--- src/rtl/fxp_serial_mult.sv ---
// fxp_serial_mult
//   Sequential signed fixed-point multiplier. Two Q(para_int_bits).(para_frac_bits)
//   operands are accepted over an input handshake. The exact 2W-bit two's-complement
//   product is formed by a W-iteration unsigned shift-add loop on the operand
//   magnitudes, followed by one sign-fixup cycle. It is then offered over an output
//   handshake. Binary point of the product is at bit 2*para_frac_bits.
//
// Ports
//   clk        in   1    rising-edge clock
//   rst        in   1    asynchronous, active-high reset
//   in_valid   in   1    operand pair valid
//   in_ready   out  1    block can accept operands (IDLE only)
//   a          in   W    signed multiplicand
//   b          in   W    signed multiplier
//   out_valid  out  1    product valid (DONE only)
//   out_ready  in   1    consumer accepts product
//   product    out  2W   signed exact product a*b, held until the next SIGN cycle
//   busy       out  1    high in CALC or SIGN
//   dbg_state  out  2    current FSM state (IDLE=0, CALC=1, SIGN=2, DONE=3)
//
// Handshake: a transfer happens on a rising edge where valid and ready are both
// high. valid/ready never depend combinationally on the opposite side. in_ready,
// out_valid and busy are flops updated together with the state register.
module fxp_serial_mult #(
  parameter int para_int_bits  = 7,
  parameter int para_frac_bits = 9
) (
  input  logic                                          clk,
  input  logic                                          rst,
  input  logic                                          in_valid,
  output logic                                          in_ready,
  input  logic [para_int_bits+para_frac_bits-1:0]       a,
  input  logic [para_int_bits+para_frac_bits-1:0]       b,
  output logic                                          out_valid,
  input  logic                                          out_ready,
  output logic [2*(para_int_bits+para_frac_bits)-1:0]   product,
  output logic                                          busy,
  output logic [1:0]                                    dbg_state
);

  localparam int W  = para_int_bits + para_frac_bits;
  localparam int CW = $clog2(W + 1);

  typedef enum logic [1:0] {
    S_IDLE = 2'd0,
    S_CALC = 2'd1,
    S_SIGN = 2'd2,
    S_DONE = 2'd3
  } state_t;

  state_t          state_q;
  logic [W-1:0]    mcand_q;
  logic [W-1:0]    mplier_q;
  logic            neg_q;
  logic [2*W-1:0]  acc_q;
  logic [CW-1:0]   cnt_q;
  logic [2*W-1:0]  product_q;
  logic            in_ready_q;
  logic            out_valid_q;
  logic            busy_q;

  logic [W-1:0]    mcand_d;
  logic [W-1:0]    mplier_d;
  logic            neg_d;
  logic [2*W-1:0]  acc_d;
  logic [2*W-1:0]  product_d;
  logic            last_iter;

  always_comb begin
    mcand_d   = '0;
    mplier_d  = '0;
    neg_d     = 1'b0;
    acc_d     = acc_q;
    product_d = acc_q;
    last_iter = 1'b0;

    // Magnitudes as W-bit unsigned: -2^(W-1) negates to itself, which is
    // exactly 2^(W-1) when read as unsigned, so no extra bit is needed.
    mcand_d  = a[W-1] ? (~a + W'(1)) : a;
    mplier_d = b[W-1] ? (~b + W'(1)) : b;
    neg_d    = a[W-1] ^ b[W-1];

    if (mplier_q[0]) begin
      acc_d = acc_q + ({{W{1'b0}}, mcand_q} << cnt_q);
    end

    // Two's-complement negation of zero is zero, so a zero result stays zero
    // regardless of neg_q.
    product_d = neg_q ? (~acc_q + (2*W)'(1)) : acc_q;

    last_iter = (cnt_q == CW'(W - 1));
  end

  always_ff @(posedge clk or posedge rst) begin
    if (rst) begin
      state_q     <= S_IDLE;
      mcand_q     <= '0;
      mplier_q    <= '0;
      neg_q       <= 1'b0;
      acc_q       <= '0;
      cnt_q       <= '0;
      product_q   <= '0;
      in_ready_q  <= 1'b1;
      out_valid_q <= 1'b0;
      busy_q      <= 1'b0;
    end else begin
      case (state_q)
        S_IDLE: begin
          if (in_valid) begin
            mcand_q    <= mcand_d;
            mplier_q   <= mplier_d;
            neg_q      <= neg_d;
            acc_q      <= '0;
            cnt_q      <= '0;
            state_q    <= S_CALC;
            in_ready_q <= 1'b0;
            busy_q     <= 1'b1;
          end
        end
        S_CALC: begin
          acc_q    <= acc_d;
          mplier_q <= mplier_q >> 1;
          cnt_q    <= cnt_q + CW'(1);
          if (last_iter) begin
            state_q <= S_SIGN;
          end
        end
        S_SIGN: begin
          product_q   <= product_d;
          state_q     <= S_DONE;
          busy_q      <= 1'b0;
          out_valid_q <= 1'b1;
        end
        S_DONE: begin
          // in_valid is deliberately ignored here; new operands wait for IDLE.
          if (out_ready) begin
            state_q     <= S_IDLE;
            out_valid_q <= 1'b0;
            in_ready_q  <= 1'b1;
          end
        end
        default: begin
          state_q     <= S_IDLE;
          in_ready_q  <= 1'b1;
          out_valid_q <= 1'b0;
          busy_q      <= 1'b0;
        end
      endcase
    end
  end

  assign in_ready  = in_ready_q;
  assign out_valid = out_valid_q;
  assign busy      = busy_q;
  assign product   = product_q;
  assign dbg_state = state_q;

endmodule

--- config.mk ---
export PLATFORM = sky130hd
export DESIGN_NAME = fxp_serial_mult
export DESIGN_NICKNAME = d
export VERILOG_FILES = /design/src/rtl/fxp_serial_mult.sv
export SDC_FILE = /design/constraint.sdc
export NUM_CORES = 1
export LEC_CHECK = 0
export CAP_MARGIN = 20
export CELL_PAD_IN_SITES_DETAIL_PLACEMENT = 1
export CELL_PAD_IN_SITES_GLOBAL_PLACEMENT = 2
export CORE_MARGIN = 2
export CORE_UTILIZATION = 33
export CTS_BUF_LIST = sky130_fd_sc_hd__clkbuf_8
export CTS_CLUSTER_DIAMETER = 150
export DETAILED_ROUTE_END_ITERATION = 10
export PLACE_DENSITY_LB_ADDON = 0.2
export SLEW_MARGIN = 30
export SYNTH_ARGS = -nofsm -noshare
export SYNTH_HDL_FRONTEND = slang
export SYNTH_SLANG_ARGS = --single-unit
--- constraint.sdc ---
create_clock -name clk -period 4.55 [get_ports clk]
set_clock_uncertainty 0.1 [all_clocks]
set_input_delay 0.6825 -clock clk [delete_from_list [all_inputs] [get_ports clk]]
set_output_delay 0.6825 -clock clk [all_outputs]
set_load 0.005 [all_outputs]
==> results.md, run 1 <==
- Cell count after synthesis: 933
- Number of buffers created by CTS: 9
- Reg-to-Reg End: acc_q[17]
- Critical path class: flop to flop
- Kind of end point of the critical path: flop
- Power share of the combinational group: 0.668
- Worst-case reg-to-reg path depth: 15
- Post-layout nets: 1068
- Clock network latency to the later pin of the worst-skew pair: 0.40 ns
- Netlist area before placement: 7830 um^2
- Antenna violations before repair: 0
- Synth top cells by count: 114 x sky130_fd_sc_hd__nand2_1, 106 x sky130_fd_sc_hd__dfrtp_1, 93 x sky130_fd_sc_hd__o21ai_0
- Post-Syn Area per Cell: 8.39 um^2
- Routed WL per cell: 16.2 um
- Count of hold buffers inserted by post-cts repair: 0
- Leakage power figure: 4.05 nW
- Count of antenna diodes in the layout: 0
- Cell type group with the largest total delay on the critical path: compound AO/OA/AOI/OAI gates
- Area taken by multi-input logic gates: 4870 um^2
- Cell variety after synth: 65
- Total global routing track utilization: 0.179
- Endpoint required time on the critical path: 4.72 ns
- Cells along the critical path: buf_4 -> mux2i_1 -> mux2_2 -> o22ai_1 -> nor2b_1 -> ha_1 -> a21o_1 -> a211oi_1 -> o21ai_0 -> a31oi_1 -> o21ai_0 -> a21o_1 -> a21oi_1 -> xor2_1 -> o21ai_0
- Number of enable-type register cells in the synthesized netlist: 0
- Pin count of the biggest net entering global routing: 72
- Worst R2R Setup Slack: 0.34 ns
- Hold path startpoint: mplier_q[1]
- Fraction of registers with async set/reset: 1.00
- Library cell with the largest summed area after synthesis: sky130_fd_sc_hd__dfrtp_1
- Fill count: 2851
- Final Setup Violations: 0
- Final antenna-violating net count: 0
- Initial Utilization: 0.334
- Seq. cell area: 2680 um^2
- Total grt overflow: 0
- Post-detailed-routing wire length: 21300 um
- Number of DRC violations after detailed-routing iteration 0: 307
- Remaining design rule violation count: 0
- Setup repair after global routing missed its margin: no
- Net switching component of the power: 3.54 mW
- Startpoint of the most critical setup path: cnt_q[1]
- Die height: 158 um
- Maximum vdd ir drop: 0.000169 V
- Area overhead of the layout relative to synthesis: 17.3%
- Depth of the worst hold-timing path: 2
- Normalized max-slew margin: 0.380
- Dominant synthesized flop cell: sky130_fd_sc_hd__dfrtp_1
- Hold Path End: mplier_q[1]
- Int Power: 3.73 mW
- Vias per inst: 5.15
- Synth top area cells: sky130_fd_sc_hd__dfrtp_1 34%, sky130_fd_sc_hd__xor2_1 7.7%, sky130_fd_sc_hd__ha_1 6.4%, sky130_fd_sc_hd__o21ai_0 5.9%, sky130_fd_sc_hd__a21oi_1 5.8%
- CTS tree: yes
- Result of the run: finished, final reports clean
- Worst setup SP type: flop
- Clock-pin slew on the worst setup and hold paths: 0.12 ns
- Crit-path slowest cell: sky130_fd_sc_hd__dfrtp_2
- Tightest Hold Check Type: flop to flop
- Die boundary width: 158 um
- Detailed placement HPWL: 16200 um
- Switching Share: 0.487
- Final period demand of the worst path: 4.21 ns
- Placement Rows: 56
- Clock network power share: 0.083
- Arrival @ worst endpoint: 4.38 ns
- Buf/Inv on CP: 1
- Sequential cell fraction of total power: 0.248
- Dominant cell by count in the synthesized netlist: sky130_fd_sc_hd__nand2_1
- Hold slack final: 0.392 ns
- Routability congestion estimate from global placement: 0.836
- Number of port buffers: 72
- Overall power after layout: 7.26 mW
- Wire length of the first global-routing pass: 35600 um
- Share of final-layout standard cells stronger than drive strength 1: 0.0833
- Core region area: 23400 um^2
- Syn nets: 1010
- CTS HTree Levels: 3
- Sequential area share after synthesis: 0.342
- Length of the first detailed-routing pass in iterations: 4
- Max-slew violation count: 0
- Portion of synthesized cell area occupied by the leading cell type: 0.339
- Minimum setup slack in the final design: 0.340 ns
- Clock buffer depth: 2
- Place WS: -0.0566 ns
- Ratio of final minimum period to clock period: 0.925
- I/O pin count: 73
- Flip-flop and latch count after synthesis: 107
- Slowest Stage Delay on Critical Path: 0.49 ns
- Slew @ Worst Pin: 0.931 ns
- MaxCap Viol Count: 0
- Setup TNS Final: 0 ns
- Pwr Density: 792 nW/um^2
- Sink count of the clock tree: 107
- Via count of the first global-routing pass: 6797
- DIE AREA: 25000 um^2
- Final hold viol count: 0
- Clk Tree Root Cell: sky130_fd_sc_hd__clkbuf_8
- Launch instance of the worst register-to-register path: cnt_q[1]
- Most used cell, CP: sky130_fd_sc_hd__o21ai_0
- Synth Warn #: 0
- Largest fanout on the critical path: 8
- Max Clk Rate: 0.238 GHz
- Vias: 6777
- Final core area utilization: 0.392
## state kept, by name, summed over array words and instances (netlist names)
register	count
cnt_q	5
in_ready	1
neg_q	1
out_valid	1
acc_q	32
dbg_state	2
mplier_q	16
product	32
busy	1
mcand_q	16
## what timing repair did
item,in CTS,in global routing
resized for setup,2,7
pin swaps,0,0
endpoints found under the setup margin,2,9
setup buffers,0,1
cloned,0,0
## layer usage
metal	wire, um	vias up	GRT usage
li1	-	3450	-
met1	10800	3241	0.248
met4	343	0	0.0528
met5	0	-	0
met2	9790	73	0.296
met3	346	13	0.0156
## through the flow
| step | instances | area [um^2] |
|---|---|---|
| after floorplan | 933 | 7830 |
| after global placement | 1298 | 8950 |
| after detailed placement | 1298 | 8950 |
| after CTS | 1314 | 9150 |
| after global routing | 1315 | 9180 |
| final | 1315 | 9180 |
## placed cells by master (no fill, tap or decap), drive strengths merged, types with 19 or more instances in the layout
master / instances
ha: 40
nor2: 90
o22ai: 19
o21ai: 94
nand2: 115
xor2: 69
dfrtp: 106
inv: 26
buf: 26
mux2i: 26
clkdlybuf4s50: 72
a21oi: 90
## tightest hold or removal path, delay by kind of cell, from the launching register on
family | cells | cell delay, ns
flip-flops | 1 | 0.36
AO/OA/AOI/OAI | 1 | 0.06
AND/OR/NAND/NOR | 1 | 0.05
## layout make-up
cell class / count / share of cell area
Multi-Input combinational cell: 747 / 0.531
Clock inverter: 7 / 0.00750
Timing Repair Buffer: 98 / 0.100
Tap cell: 319 / 0.0435
Clock buffer: 9 / 0.0135
Inverter: 28 / 0.0120
Sequential cell: 107 / 0.292
## worst max-delay path by stage
| stage | end | cells after the start |
|---|---|---|
| after floorplan | acc_q[30] | 19 |
| after global placement | acc_q[28] | 17 |
| after detailed placement | acc_q[28] | 18 |
| after CTS | acc_q[28] | 17 |
| after global routing | acc_q[17] | 15 |
| final | acc_q[17] | 15 |
## power groups by stage
stage	Sequential (mW)	Combinational, mW	Clock (mW)
6_report	1.80	4.85	0.606
4_1_cts	1.82	4.87	0.633
2_1_floorplan	1.68	3.45	0
5_1_grt	1.88	5.48	0.660
3_3_place_gp	1.82	4.80	0
3_5_place_dp	1.84	4.85	0
## cell families after synthesis
group | count (synthesis) | share of synthesized area
mux | 46 | 0.0683
fa+ha+maj | 41 | 0.0665
compound gates | 293 | 0.225
flops | 107 | 0.342
simple gates | 283 | 0.166
xor+xnor | 84 | 0.0940
buf+inv | 79 | 0.0379
Note: power is estimated with default switching activity, not from simulation.
==> run 2: changes to the inputs <==
- CTS_BUF_LIST: sky130_fd_sc_hd__clkbuf_8 -> sky130_fd_sc_hd__clkbuf_4 sky130_fd_sc_hd__clkbuf_8
- SLEW_MARGIN: 30 -> default
==> results.md, run 2 (synthesis gave the netlist of run 1 again) <==
- Result of the run: finished, final reports clean
- Clock network latency to the later pin of the worst-skew pair: 0.40 ns (about the same)
- Share of final-layout standard cells stronger than drive strength 1: 0.0833 (unchanged)
- Detailed placement HPWL: 16200 um (unchanged)
- Remaining design rule violation count: 0 (unchanged)
- Length of the first detailed-routing pass in iterations: 4 (unchanged)
- Commonest cells after routing, fill and taps aside: 114 x sky130_fd_sc_hd__nand2_1, 104 x sky130_fd_sc_hd__dfrtp_1, 91 x sky130_fd_sc_hd__o21ai_0
- Count of hold buffers inserted by post-cts repair: 0 (unchanged)
- CTS HTree Levels: 3 (unchanged)
- Sink count of the clock tree: 107 (unchanged)
- Worst setup SP type: flop
- MaxCap Viol Count: 0 (unchanged)
- Hold slack final: 0.392 ns (+0.00000200 ns)
- Clk Tree Root Cell: sky130_fd_sc_hd__clkbuf_8
- Largest fanout on the critical path: 8 (unchanged)
- Most common cell after layout, fill and taps aside: sky130_fd_sc_hd__nand2_1
- Endpoint required time on the critical path: 4.72 ns (about the same)
- Crit-path slowest cell: sky130_fd_sc_hd__dfrtp_2
- Post-detailed-routing wire length: 21300 um (about the same)
- Area overhead of the layout relative to synthesis: 17.3% (about the same)
- Number of buffers created by CTS: 9 (unchanged)
- Setup TNS Final: 0 ns (unchanged)
- Overall power after layout: 7.26 mW (about the same)
- Arrival @ worst endpoint: 4.38 ns (about the same)
- Final design instance area without fill: 9180 um^2 (about the same)
- Kind of end point of the critical path: flop
- Total grt overflow: 0 (unchanged)
- Die height: 158 um (unchanged)
- Count of antenna diodes in the layout: 0 (unchanged)
- Number of DRC violations after detailed-routing iteration 0: 316 (+2.9%)
- Final antenna-violating net count: 0 (unchanged)
- Total global routing track utilization: 0.179 (unchanged)
- Post-layout nets: 1068 (unchanged)
- Final hold viol count: 0 (unchanged)
- Number of port buffers: 72 (unchanged)
- Initial Utilization: 0.334 (unchanged)
- Setup repair after global routing missed its margin: no
- CTS tree: yes
- Final Setup Violations: 0 (unchanged)
- Slew @ Worst Pin: 0.941 ns (+0.0108 ns)
- Placement Rows: 56 (unchanged)
- Via count of the first global-routing pass: 6797 (unchanged)
- Count of non-filler cells in the finished layout: 1315 (unchanged)
- I/O pin count: 73 (unchanged)
- Clock-pin slew on the worst setup and hold paths: 0.12 ns (about the same)
- DIE AREA: 25000 um^2 (unchanged)
- Final period demand of the worst path: 4.21 ns (+0.00226 ns)
- Die boundary width: 158 um (unchanged)
- Ratio of final minimum period to clock period: 0.926 (about the same)
- Routability congestion estimate from global placement: 0.836 (unchanged)
- Wire length of the first global-routing pass: 35600 um (unchanged)
- Leakage power figure: 4.05 nW (about the same)
- Maximum vdd ir drop: 0.000169 V (about the same)
- Max-slew violation count: 0 (unchanged)
- Routed WL per cell: 16.2 um (about the same)
- Core region area: 23400 um^2 (unchanged)
- Slowest Stage Delay on Critical Path: 0.49 ns (about the same)
- Tightest Hold Check Type: flop to flop
- Pin count of the biggest net entering global routing: 72 (unchanged)
- Vias per inst: 5.13 (-0.38%)
- Max Clk Rate: 0.237 GHz (about the same)
- Clock buffer depth: 2 (unchanged)
- Antenna violations before repair: 0 (unchanged)
- Vias: 6751 (-0.38%)
- Cell count after placement: 1298 (unchanged)
- Normalized max-slew margin: 0.372 (-0.00723)
- Cells along the critical path: buf_4 -> mux2i_1 -> mux2_2 -> o22ai_1 -> nor2b_1 -> ha_1 -> a21o_1 -> a211oi_1 -> o21ai_0 -> a31oi_1 -> o21ai_0 -> a21o_1 -> a21oi_1 -> xor2_1 -> o21ai_0
- Standard cell area after detailed placement: 8950 um^2 (unchanged)
- Most used cell, CP: sky130_fd_sc_hd__o21ai_0
- Pwr Density: 791 nW/um^2 (about the same)
- Critical path class: flop to flop
run 2: worst paths after layout:
kind / cells after the start / from / slack (ns) / endpoint
max: 15 / cnt_q[1] / 0.34 / acc_q[17]
max reg2reg: 15 / cnt_q[1] / 0.34 / acc_q[17]
min reg2reg: 2 / mplier_q[1] / 0.39 / mplier_q[1]
min: 2 / mplier_q[1] / 0.39 / mplier_q[1]
min in group asynchronous: 2 / rst / 0.73 / mcand_q[0]
max in group asynchronous: 3 / rst / 2.79 / acc_q[22]
run 2: through the flow:
| step | worst slack (ns) | utilization |
|---|---|---|
| after detailed placement | -0.0566 | 0.383 |
| after floorplan | 0.0100 | - |
| after global placement | 0.0485 | 0.383 |
| after global routing | 0.00292 | 0.392 |
| final | 0.338 | 0.392 |
| after CTS | 0.0101 | 0.391 |
run 2: what timing repair did:
| item | CTS | global route |
|---|---|---|
| cloned | 0 | 0 |
| resized for setup | 2 | 7 |
| endpoints found under the setup margin | 2 | 9 |
| setup buffers | 0 | 1 |
| pin swaps | 0 | 0 |
run 2: per-layer routing:
layer / vias up / track usage / wire (um)
met1: 3222 / 0.248 / 10800
met2: 68 / 0.296 / 9790
met3: 13 / 0.0156 / 296
met4: 0 / 0.0528 / 343
li1: 3448 / - / -
met5: - / 0 / 0
run 2: layout make-up:
type	count	area, um^2
Inverter	28	108
Sequential cell	107	2680
Fill cell	2852	14200
Clock inverter	7	68.8
Multi-Input combinational cell	747	4870
Clock buffer	9	124
Tap cell	319	399
Timing Repair Buffer	98	920
run 2: critical path: cells and delay by family, from the launching register on:
kind            cells  cell delay [ns]
flops               1             0.49
mux                 2             0.41
simple gates        1             0.21
xor+xnor            1             0.15
fa+ha+maj           1             0.29
buf+inv             1             0.18
compound gates      9             2.25
run 2: power breakdown:
| group | total, mW | internal (mW) | switching (mW) |
|---|---|---|---|
| Sequential | 1.80 | 1.37 | 0.431 |
| Combinational | 4.85 | 2.10 | 2.75 |
| Clock | 0.607 | 0.253 | 0.354 |
